--- config.mk ---
export PLATFORM = sky130hd
export DESIGN_NAME = prio_scan
export DESIGN_NICKNAME = d
export VERILOG_FILES = /design/src/rtl/prio_scan_pkg.sv /design/src/rtl/prio_enc.sv /design/src/rtl/prio_scan.sv
export SDC_FILE = /design/constraint.sdc
export NUM_CORES = 1
export LEC_CHECK = 0
export CORE_UTILIZATION = 25
export DETAILED_ROUTE_END_ITERATION = 7
export PLACE_DENSITY = 0.43
export SYNTH_ARGS = -nofsm -noshare
export SYNTH_HDL_FRONTEND = slang
export SYNTH_SLANG_ARGS = --single-unit
--- constraint.sdc ---
create_clock -name clk -period 2.9 [get_ports clk]
set_input_delay 0.58 -clock clk [delete_from_list [all_inputs] [get_ports clk]]
set_output_delay 0.58 -clock clk [all_outputs]
set_load 0.05 [all_outputs]
--- src/rtl/prio_scan_pkg.sv ---
// Shared definitions for the priority scanner: FSM state encoding and index-width helper.
package prio_scan_pkg;

    typedef enum logic {
        IDLE = 1'b0,
        SCAN = 1'b1
    } state_t;

    // Index width for a WIDTH-bit word; never narrower than one bit.
    function automatic int idx_width(input int w);
        return (w > 1) ? $clog2(w) : 1;
    endfunction

endpackage

--- src/rtl/prio_enc.sv ---
// Combinational leading-one encoder: position of the first set bit in the chosen direction.
module prio_enc
    import prio_scan_pkg::*;
#(
    parameter  int WIDTH     = 8,
    parameter  bit MSB_FIRST = 1'b1,
    localparam int IDX_W     = idx_width(WIDTH)
) (
    input  logic [WIDTH-1:0] req,
    output logic [IDX_W-1:0] idx,
    output logic             any
);

    // NOTE: every output gets a default before the loop, so no latch can be inferred.
    always_comb begin
        idx = '0;
        any = |req;
        // The last match in loop order wins, so scan towards the priority end.
        if (MSB_FIRST) begin
            for (int i = 0; i < WIDTH; i++) begin
                if (req[i]) idx = IDX_W'(i);
            end
        end else begin
            for (int i = WIDTH - 1; i >= 0; i--) begin
                if (req[i]) idx = IDX_W'(i);
            end
        end
    end

endmodule

--- src/rtl/prio_scan.sv ---
// Sequential priority scanner: takes a request word, emits one index per beat in priority order.
module prio_scan
    import prio_scan_pkg::*;
#(
    parameter  int WIDTH     = 8,
    parameter  bit MSB_FIRST = 1'b1,
    localparam int IDX_W     = idx_width(WIDTH)
) (
    input  logic             clk,
    input  logic             rst_n,
    input  logic             in_valid,
    output logic             in_ready,
    input  logic [WIDTH-1:0] in_data,
    output logic             out_valid,
    input  logic             out_ready,
    output logic [IDX_W-1:0] out_idx,
    output logic             out_last,
    output logic             out_zero
);

    state_t           state;
    logic [WIDTH-1:0] mask;
    logic             zero_r;

    logic [IDX_W-1:0] enc_idx;
    logic             enc_any;
    logic             one_hot;
    logic             accept;
    logic             xfer;

    prio_enc #(
        .WIDTH    (WIDTH),
        .MSB_FIRST(MSB_FIRST)
    ) u_enc (
        .req(mask),
        .idx(enc_idx),
        .any(enc_any)
    );

    assign one_hot   = enc_any && ((mask & (mask - WIDTH'(1))) == '0);

    assign out_valid = (state == SCAN);
    assign out_idx   = (out_valid && !zero_r) ? enc_idx : '0;
    assign out_last  = out_valid && (zero_r || one_hot);
    assign out_zero  = out_valid && zero_r;

    // A new word may enter on the cycle the final beat leaves, giving back-to-back words.
    assign in_ready  = (state == IDLE) || (out_last && out_ready);
    assign accept    = in_valid && in_ready;
    assign xfer      = out_valid && out_ready;

    // NOTE: state registers use non-blocking assignments only, and mask is reset so no stale bits survive.
    always_ff @(posedge clk or negedge rst_n) begin
        if (!rst_n) begin
            state  <= IDLE;
            mask   <= '0;
            zero_r <= 1'b0;
        end else if (accept) begin
            state  <= SCAN;
            mask   <= in_data;
            zero_r <= (in_data == '0);
        end else if (xfer) begin
            mask <= mask & ~(WIDTH'(1) << enc_idx);
            if (out_last) state <= IDLE;
        end
    end

endmodule

Word-level counts from Yosys, hierarchy flattened --
Cells that the tools add are included.
Storage, ports and cells: bits in registers 10, input port bits 12, output and inout bits 7, word-level logic and storage cells 38
Operators by class: add/subtract/negate cells 1, shift-type cells 1, mux-type cells 13, bitwise operators 4, reductions and logical operators 16
Operator list (number):
- bitwise AND 8 bit | 2
- zero test 8 bit | 2
- two-way mux 8 bit | 2
- two-way mux 3 bit | 5
- inverter 8 bit | 1
- OR reduction 8 bit | 1
- left shift 1 x 3 -> 8 bit, first input constant | 1
- subtractor 8 x 1 -> 8 bit, second input constant | 1
- logical AND 1 bit | 7
- two-way mux 1 bit | 4
- two-way mux 2 bit | 2
- nonzero test 2 bit | 2
- logical OR 1 bit | 2
- AND reduction 2 bit | 1
- zero test 1 bit | 1
- inverter 1 bit | 1

Longest topological paths before layout --
Gate-level depths: netlist of the first run.
word-level depth 12, depth in mapped cells 6, mapped depth without buffers 5

Hierarchy --
From an unflattened synthesis of the first run, not the netlist that was laid out.
Unflattened totals: cell total of the unflattened synthesis 84, area, all modules 716.9 um2
By module, submodules not included:
- prio_scan | instances 1, cells each 72, area an instance 650.6 um2, seq. area each 250.2 um2
- prio_enc | instances 1, cells each 12, area an instance 66.3 um2, seq. area each 0.0 um2

Least setup slack after synthesis of the first run --
No wires, ideal clock.
path kind reg2out, from reg mask[1], to out in_ready, arrival 2.140 ns, required time 2.320 ns, path slack 0.180 ns, stages on the path, launching flop included 5, buffers on the path 0, path through dfrtp_1 > or4_4 > and4bb_2 > a211oi_2 > a21oi_1
On the way: word-level cells in the longest chain between the ends 8, elaborated cells on any way between the ends 9, classes of those cells 1 x add/sub; 1 x bitwise; 7 x reduce/logical
Ends and longest elaborated chain:
- start: declaration | line prio_scan.sv:22 | logic [WIDTH-1:0] mask;
- start signal: assignment | line prio_scan.sv:60 | mask <= in_data;
- start signal: assignment | line prio_scan.sv:63 | mask <= mask & ~(WIDTH'(1) << enc_idx);
- subtractor 8 x 1 -> 8 bit | line prio_scan.sv:40 | assign one_hot = enc_any && ((mask & (mask - WIDTH'(1))) == '0);
- bitwise AND 8 bit | line prio_scan.sv:40
- zero test 8 bit | line prio_scan.sv:40
- logical AND 1 bit * | line prio_scan.sv:40
- logical OR 1 bit * | line prio_scan.sv:44 | assign out_last = out_valid && (zero_r || one_hot);
- logical AND 1 bit * | line prio_scan.sv:44
- logical AND 1 bit * | line prio_scan.sv:48 | assign in_ready = (state == IDLE) || (out_last && out_ready);
- logical OR 1 bit * | line prio_scan.sv:48
- end: declaration | line prio_scan.sv:12 | output logic in_ready,
Mark *: on every way between the ends. The rest lies on a longest branch, timed or not.

Worst setup path after layout of the first run --
from reg mask[1], to out out_last
On the way: word-level cells in the longest chain between the ends 6, elaborated cells on any way between the ends 7, classes of those cells 1 x add/sub; 1 x bitwise; 5 x reduce/logical
Ends and longest elaborated chain:
- subtractor 8 x 1 -> 8 bit | line prio_scan.sv:40
- bitwise AND 8 bit | line prio_scan.sv:40
- zero test 8 bit | line prio_scan.sv:40
- logical AND 1 bit * | line prio_scan.sv:40
- logical OR 1 bit * | line prio_scan.sv:44
- logical AND 1 bit * | line prio_scan.sv:44
- end: declaration | line prio_scan.sv:17 | output logic out_last,
Marked as above.

==> results of run 1 <==
==> final cells by class <==
class	instances	area share [%]
inverter	6	2.296
tap	31	3.954
sequential	10	25.51
multi-input combinational	60	43.62
clock buffer	4	3.699
timing repair buffer	19	20.92
==> metrics by stage <==
step	cells	hold slack (ns)	setup slack, ns
global route	130	0.6151	0.02836
CTS	130	0.5918	0.1256
detailed placement	126	0.5782	0.4291
global placement	126	0.5777	0.4424
floorplan	78	0.2844	0.1800
finish	130	0.5850	0.1380
==> state kept, by name (all words and copies together), names as in the netlist <==
| name | count |
|---|---|
| mask | 8 |
| out_valid | 1 |
| zero_r | 1 |
==> cells by family (layout without fill, tap and decap cells) <==
family | Yosys count | in the layout | synth area share [%]
AO/OA/AOI/OAI | 25 | 25 | 27.48
buffers and inverters | 8 | 29 | 5.739
multiplexers | 7 | 7 | 10.43
flip-flops | 10 | 10 | 34.78
AND/OR/NAND/NOR | 28 | 28 | 21.57
==> worst reg2reg max path: stages, from the launching register on <==
cell and delay (ns):
sky130_fd_sc_hd__dfrtp_1 0.41, sky130_fd_sc_hd__or4_4 0.57, sky130_fd_sc_hd__and4bb_2 0.31, sky130_fd_sc_hd__a211oi_2 0.07, sky130_fd_sc_hd__a211oi_4 0.53, sky130_fd_sc_hd__mux2_2 0.40
==> final timing paths <==
path	slack (ns)	startpoint	end
max	0.14	mask[1]	out_last
min	0.58	mask[0]	mask[0]
max reg2reg	0.49	mask[1]	mask[1]
min reg2reg	0.58	mask[0]	mask[0]
max in group asynchronous	1.92	rst_n	mask[2]
min in group asynchronous	0.65	rst_n	zero_r
==> cell usage in the layout, fill, tap and decap left out <==
| master | synthesis | layout |
|---|---|---|
| sky130_fd_sc_hd__buf_4 | 1 | 2 |
| sky130_fd_sc_hd__nand2b_1 | 1 | 1 |
| sky130_fd_sc_hd__or2b_1 | 2 | 2 |
| sky130_fd_sc_hd__a31oi_1 | 3 | 3 |
| sky130_fd_sc_hd__nand2_1 | 5 | 5 |
| sky130_fd_sc_hd__nor4_1 | 3 | 3 |
| sky130_fd_sc_hd__inv_1 | 6 | 6 |
| sky130_fd_sc_hd__and4bb_2 | 1 | 1 |
| sky130_fd_sc_hd__a211oi_4 | 1 | 1 |
| sky130_fd_sc_hd__a21oi_1 | 5 | 5 |
| sky130_fd_sc_hd__or2_2 | 1 | 1 |
| sky130_fd_sc_hd__a2111oi_2 | 1 | 1 |
| sky130_fd_sc_hd__mux2i_1 | 3 | 3 |
| sky130_fd_sc_hd__nand3_1 | 1 | 1 |
| sky130_fd_sc_hd__and3b_1 | 1 | 1 |
| sky130_fd_sc_hd__dfrtp_1 | 10 | 10 |
| sky130_fd_sc_hd__o21a_1 | 3 | 3 |
| sky130_fd_sc_hd__clkbuf_8 | 0 | 1 |
| sky130_fd_sc_hd__a21boi_0 | 1 | 1 |
| sky130_fd_sc_hd__and2_1 | 1 | 1 |
| sky130_fd_sc_hd__a22o_2 | 1 | 1 |
| sky130_fd_sc_hd__clkbuf_4 | 0 | 3 |
| sky130_fd_sc_hd__o22ai_1 | 1 | 1 |
| sky130_fd_sc_hd__o41ai_1 | 2 | 2 |
| sky130_fd_sc_hd__mux2_2 | 4 | 4 |
| sky130_fd_sc_hd__a211oi_2 | 1 | 1 |
| sky130_fd_sc_hd__o21ai_0 | 2 | 2 |
| sky130_fd_sc_hd__or4_4 | 1 | 1 |
| sky130_fd_sc_hd__o31ai_1 | 1 | 1 |
| sky130_fd_sc_hd__clkdlybuf4s50_1 | 0 | 15 |
| sky130_fd_sc_hd__buf_12 | 0 | 2 |
| sky130_fd_sc_hd__o31a_1 | 2 | 2 |
| sky130_fd_sc_hd__or2b_2 | 1 | 1 |
| sky130_fd_sc_hd__nor2_1 | 10 | 10 |
| sky130_fd_sc_hd__a21o_1 | 1 | 1 |
==> routing by layer <==
layer | part of all wire, % | wire length (um) | up-vias
met3 | 3.1 | 55 | 2
li1 | - | - | 334
met1 | 48 | 848 | 321
met2 | 48 | 853 | 13
met4 | 0.79 | 14 | 0
met5 | 0 | 0 | -
==> Flow_metrics.wiki, run 1 <==
{| class="wikitable"
! Metric !! Value
|-
| Number of gates given a new drive strength after cts || 0
|-
| Worst-case clock skew || 0.0004467 ns
|-
| Post-layout minimum cycle time || 2.762 ns
|-
| Die Ht || 55.65 um
|-
| Total CTS buffers || 3
|-
| Type of the tightest min-delay check || flop to flop
|-
| Clock tree from TritonCTS || yes
|-
| HPWL after DPL || ~1400 um
|-
| CP Depth || 6
|-
| Effective utilization at floorplan || between 20% and 30%
|-
| Drc violations || 0
|-
| Fraction of final layout cells with drive strength greater than 1 || about 20%
|-
| Element type at the critical path end || output pin
|-
| Number of warnings issued by yosys || 0
|-
| Sequential fraction of the synthesis area || between 30% and 40%
|-
| Final count of pins violating max slew || 0
|-
| Area added between synthesis and finish || 36.35%
|-
| DRT antenna net count || 0
|-
| Number of global-route vias before repair || 659
|-
| Least-Margin Pin Slew || 0.6777 ns
|-
| Clock Tree Buf Depth || 2
|-
| DR iter-0 viols || 12
|-
| # diodes || 0
|-
| Placed Area || ~940 um2
|-
| Register cell area after layout || 250.2 um2
|-
| Total of flip-flops plus latches after synthesis || 10
|-
| CP Data Arrival Time || around 2.2 ns
|-
| CTS root buffer || sky130_fd_sc_hd__clkbuf_4
|-
| Overall routed net length || between 1500 and 2000 um
|-
| Floorplan Core Area || around 0.0027 mm2
|-
| Max-Cap Viols || 0
|-
| Clock insertion delay at the later pin of the skew report || 0.27 ns
|-
| Run status || finished, final reports clean
|-
| Critical-path cell list || or4_4, and4bb_2, a211oi_2, a21oi_1, o21a_1, buf_12
|-
| Met1 global-route usage || 16.45%
|-
| Ranking of synthesized cells by area || sky130_fd_sc_hd__dfrtp_1, sky130_fd_sc_hd__mux2_2, sky130_fd_sc_hd__nor2_1
|-
| Length of the first detailed-routing pass in iterations || 4
|-
| Post-synthesis cell type count || 32
|-
| Die outline width || 55.65 um
|-
| Netlist Area Pre-Place || just over 700 um2
|-
| Leading cell types by count after synthesis || sky130_fd_sc_hd__dfrtp_1, sky130_fd_sc_hd__nor2_1, sky130_fd_sc_hd__inv_1
|-
| Final setup violating endpoints || 0
|-
| Clock edge transition at the registers on the reported setup and hold paths || 0.07 ns
|-
| Proportion of netlist area held by the largest area contributor || 34.78%
|-
| Total die area || just over 0.003 mm2
|-
| Count of cells along the worst hold path || 2
|-
| Buffers inserted during post-CTS setup optimization || 0
|-
| RSZ-0062 raised after global routing || false
|-
| Ys flop type || sky130_fd_sc_hd__dfrtp_1
|-
| Number of nets at the end of the flow || between 100 and 150
|-
| Max FO, Critical Path || 4
|-
| Number of hold buffers added after CTS || 0
|-
| Number of instances in the synthesized netlist || just under 80
|-
| Clk sink count || 10
|-
| Average instance area after synthesis || between 9 and 10 um2
|-
| WP data required || ~2.3 ns
|-
| Multi-input gate area in the final layout || around 430 um2
|-
| Std cell rows || 19
|-
| Reg2reg path depth || 5
|-
| Final critical-path share of the clock period || a little over nine tenths
|-
| Via count of the routed design || 670
|-
| Number of buffers and inverters on the critical path || 1
|-
| Sum of negative setup slack || 0 ns
|-
| Via count normalized by instance count || ~5
|-
| Largest area contributor in the netlist || sky130_fd_sc_hd__dfrtp_1
|-
| Startpoint kind of the worst setup timing path || flop
|-
| Filler cell count in the final layout || 271
|-
| Crit path kind || flop to output pin
|-
| Synthesized Nets || 90
|-
| Count of H-tree levels built during CTS || 1
|-
| Met2 track demand over resource in global routing || about 20%
|-
| Share of async-settable or async-resettable flops after synthesis || between 90% and 100%
|-
| Layer with the highest usage after global routing || met2
|-
| Delay of the slowest cell on the worst path || 0.57 ns
|-
| Post-layout instance area || about 980 um2
|-
| Remaining global-route overflow || 0
|-
| First-pass GRT wire length || around 3000 um
|-
| I/O pin count || 19
|-
| Input/output buffers || 18
|-
| Routability cong. || approximately 0.75
|-
| Final hold vios || 0
|-
| Final Core Density || 35.88%
|-
| Max Freq || between 300 and 400 MHz
|-
| Routed length per placed instance || ~14 um
|-
| Met3 Use GR || 0.6977%
|-
| Remaining max-slew budget at the tightest pin || between 50% and 60%
|-
| Number of synthesized flops with an enable pin || 0
|-
| Maximum number of pins on one net before global-route repair || 11
|-
| Cell at the slowest stage of the critical path || sky130_fd_sc_hd__or4_4
|-
| GR Util All Layers || approximately an eighth
|-
| Category of cells accounting for the largest share of critical-path delay || simple AND/OR/NAND/NOR gates
|-
| Number of antenna violations at the first check in global routing || 0
|}
Power of run 1 is not shown: default switching activity piles up to over one toggle a cycle in this logic, so the estimate is an artifact.
==> run 2, diff against run 1 <==
--- a/config.mk
+++ b/config.mk
@@ -6,6 +6,7 @@
 export NUM_CORES = 1
 export LEC_CHECK = 0
 export CORE_UTILIZATION = 25
+export CTS_BUF_LIST = sky130_fd_sc_hd__clkbuf_8
 export DETAILED_ROUTE_END_ITERATION = 7
 export PLACE_DENSITY = 0.43
 export SYNTH_ARGS = -nofsm -noshare
==> Flow_metrics.wiki, run 2 (synthesized netlist as in run 1, its figures left out) <==
{| class="wikitable"
! Metric !! Value
|-
| Maximum number of pins on one net before global-route repair || 11 (unchanged)
|-
| # diodes || 0 (unchanged)
|-
| WP data required || 2.32 ns (about the same)
|-
| Element type at the critical path end || output pin
|-
| Fraction of final layout cells with drive strength greater than 1 || 20.20% (unchanged)
|-
| RSZ-0062 raised after global routing || false
|-
| Clock edge transition at the registers on the reported setup and hold paths || 0.05 ns (-0.02 ns)
|-
| Die Ht || 55.65 um (unchanged)
|-
| Clock Tree Buf Depth || 2 (unchanged)
|-
| Via count of the routed design || 667 (-0.45%)
|-
| DRT antenna net count || 0 (unchanged)
|-
| Length of the first detailed-routing pass in iterations || 6 (+2)
|-
| Number of flip-flops under the largest register name || 8 (unchanged)
|-
| Drc violations || 0 (unchanged)
|-
| Worst-case clock skew || 0.0005486 ns (+0.0001019 ns)
|-
| Total CTS buffers || 3 (unchanged)
|-
| Sum of negative setup slack || 0 ns (unchanged)
|-
| Number of nets at the end of the flow || 112 (unchanged)
|-
| Count of H-tree levels built during CTS || 1 (unchanged)
|-
| Routability cong. || 0.7510 (unchanged)
|-
| Clock tree from TritonCTS || yes
|-
| Die outline width || 55.65 um (unchanged)
|-
| DR iter-0 viols || 13 (+1)
|-
| Clk sink count || 10 (unchanged)
|-
| First-pass GRT wire length || 2973 um (+0.44%)
|-
| Number of gates given a new drive strength after cts || 0 (unchanged)
|-
| Std cell rows || 19 (unchanged)
|-
| Type of the tightest min-delay check || flop to flop
|-
| Post-layout minimum cycle time || 2.723 ns (-0.03934 ns)
|-
| Buffers inserted during post-CTS setup optimization || 0 (unchanged)
|-
| Number of antenna violations at the first check in global routing || 0 (unchanged)
|-
| Total die area || 0.003096 mm2 (unchanged)
|-
| Most frequent standard cell in the layout excluding fill and tap cells || sky130_fd_sc_hd__clkdlybuf4s50_1
|-
| Via count normalized by instance count || 5.131 (-0.45%)
|-
| Most frequent cells in the layout || sky130_fd_sc_hd__clkdlybuf4s50_1, sky130_fd_sc_hd__nor2_1, sky130_fd_sc_hd__dfrtp_1
|-
| Crit path kind || flop to output pin
|-
| Register bank with the most flops || mask
|-
| HPWL after DPL || 1356 um (unchanged)
|-
| CTS root buffer || sky130_fd_sc_hd__clkbuf_8
|-
| Run status || finished, final reports clean
|-
| Input/output buffers || 18 (unchanged)
|-
| Final critical-path share of the clock period || 93.88% (-1.4 points)
|-
| Remaining global-route overflow || 0 (unchanged)
|-
| Floorplan Core Area || 0.002734 mm2 (unchanged)
|-
| Remaining max-slew budget at the tightest pin || 54.40% (about the same)
|-
| Final setup violating endpoints || 0 (unchanged)
|-
| Max Freq || 367.3 MHz (+1.4%)
|-
| Area added between synthesis and finish || 38.96%
|-
| Startpoint kind of the worst setup timing path || flop
|-
| Routed length per placed instance || 13.65 um (+0.17%)
|-
| GR Util All Layers || 12.23% (+0.15 points)
|-
| I/O pin count || 19 (unchanged)
|-
| Final hold vios || 0 (unchanged)
|-
| Least-Margin Pin Slew || 0.6777 ns (-0.000009656 ns)
|-
| Overall routed net length || 1774 um (+0.17%)
|-
| Max FO, Critical Path || 4 (unchanged)
|-
| Effective utilization at floorplan || 26.32% (unchanged)
|-
| Number of global-route vias before repair || 662 (+0.46%)
|-
| Final count of pins violating max slew || 0 (unchanged)
|-
| Clock insertion delay at the later pin of the skew report || 0.24 ns (-0.03 ns)
|-
| CP Data Arrival Time || 2.14 ns (-0.04 ns)
|-
| Max-Cap Viols || 0 (unchanged)
|-
| Number of hold buffers added after CTS || 0 (unchanged)
|}
## run 2: cell types whose count changed in the layout (fill, tap and decap cells not counted)
cell                       delta
sky130_fd_sc_hd__clkbuf_4     -3
sky130_fd_sc_hd__clkbuf_8     +3
## run 2: worst max-delay path: stages (launching register included)
cell,delay (ns)
sky130_fd_sc_hd__dfrtp_1,0.40
sky130_fd_sc_hd__or4_4,0.57
sky130_fd_sc_hd__and4bb_2,0.31
sky130_fd_sc_hd__a211oi_2,0.07
sky130_fd_sc_hd__a21oi_1,0.23
sky130_fd_sc_hd__o21a_1,0.18
sky130_fd_sc_hd__buf_12,0.14
## run 2: metal layers
layer | routed length, um | vias up | share of wire, % | track usage, %
met1 | 856 | 319 | 48 | 16.45
met5 | 0 | - | 0 | 0
met3 | 47 | 2 | 2.6 | 1.395
met2 | 855 | 15 | 48 | 19.79
li1 | - | 331 | - | -
met4 | 14 | 0 | 0.79 | 5.357
## run 2: through the flow
stage               worst slack, ns  cells  hold WS [ns]  area [um2]  util [%]
finish                       0.1773    130        0.5819       999.7     36.57
global route                0.06993    130        0.6114       999.7     36.57
CTS                          0.1671    130        0.5885       999.7     36.57
detailed placement           0.4291    126        0.5782       944.7     34.55
global placement             0.4424    126        0.5777       944.7     34.55
floorplan                    0.1800     78        0.2844       719.4         -
## run 2: final cells by class
class | count | area (um2)
Clock buffer | 4 | 55.05
Fill cell | 270 | 1734
Inverter | 6 | 22.52
Multi-Input combinational cell | 60 | 427.9
Sequential cell | 10 | 250.2
Tap cell | 31 | 38.79
Timing Repair Buffer | 19 | 205.2
## run 2: worst paths after layout
check	start	cells past startpoint	to	slack [ns]
worst min register to register	mask[0]	2	mask[0]	0.58
worst min-delay path	mask[0]	2	mask[0]	0.58
min in group asynchronous	rst_n	1	mask[1]	0.68
worst max-delay path	mask[1]	6	out_last	0.18
worst max register to register	mask[1]	5	mask[1]	0.49
max in group asynchronous	rst_n	1	mask[2]	1.88
Power of run 2 is left out for the same reason.
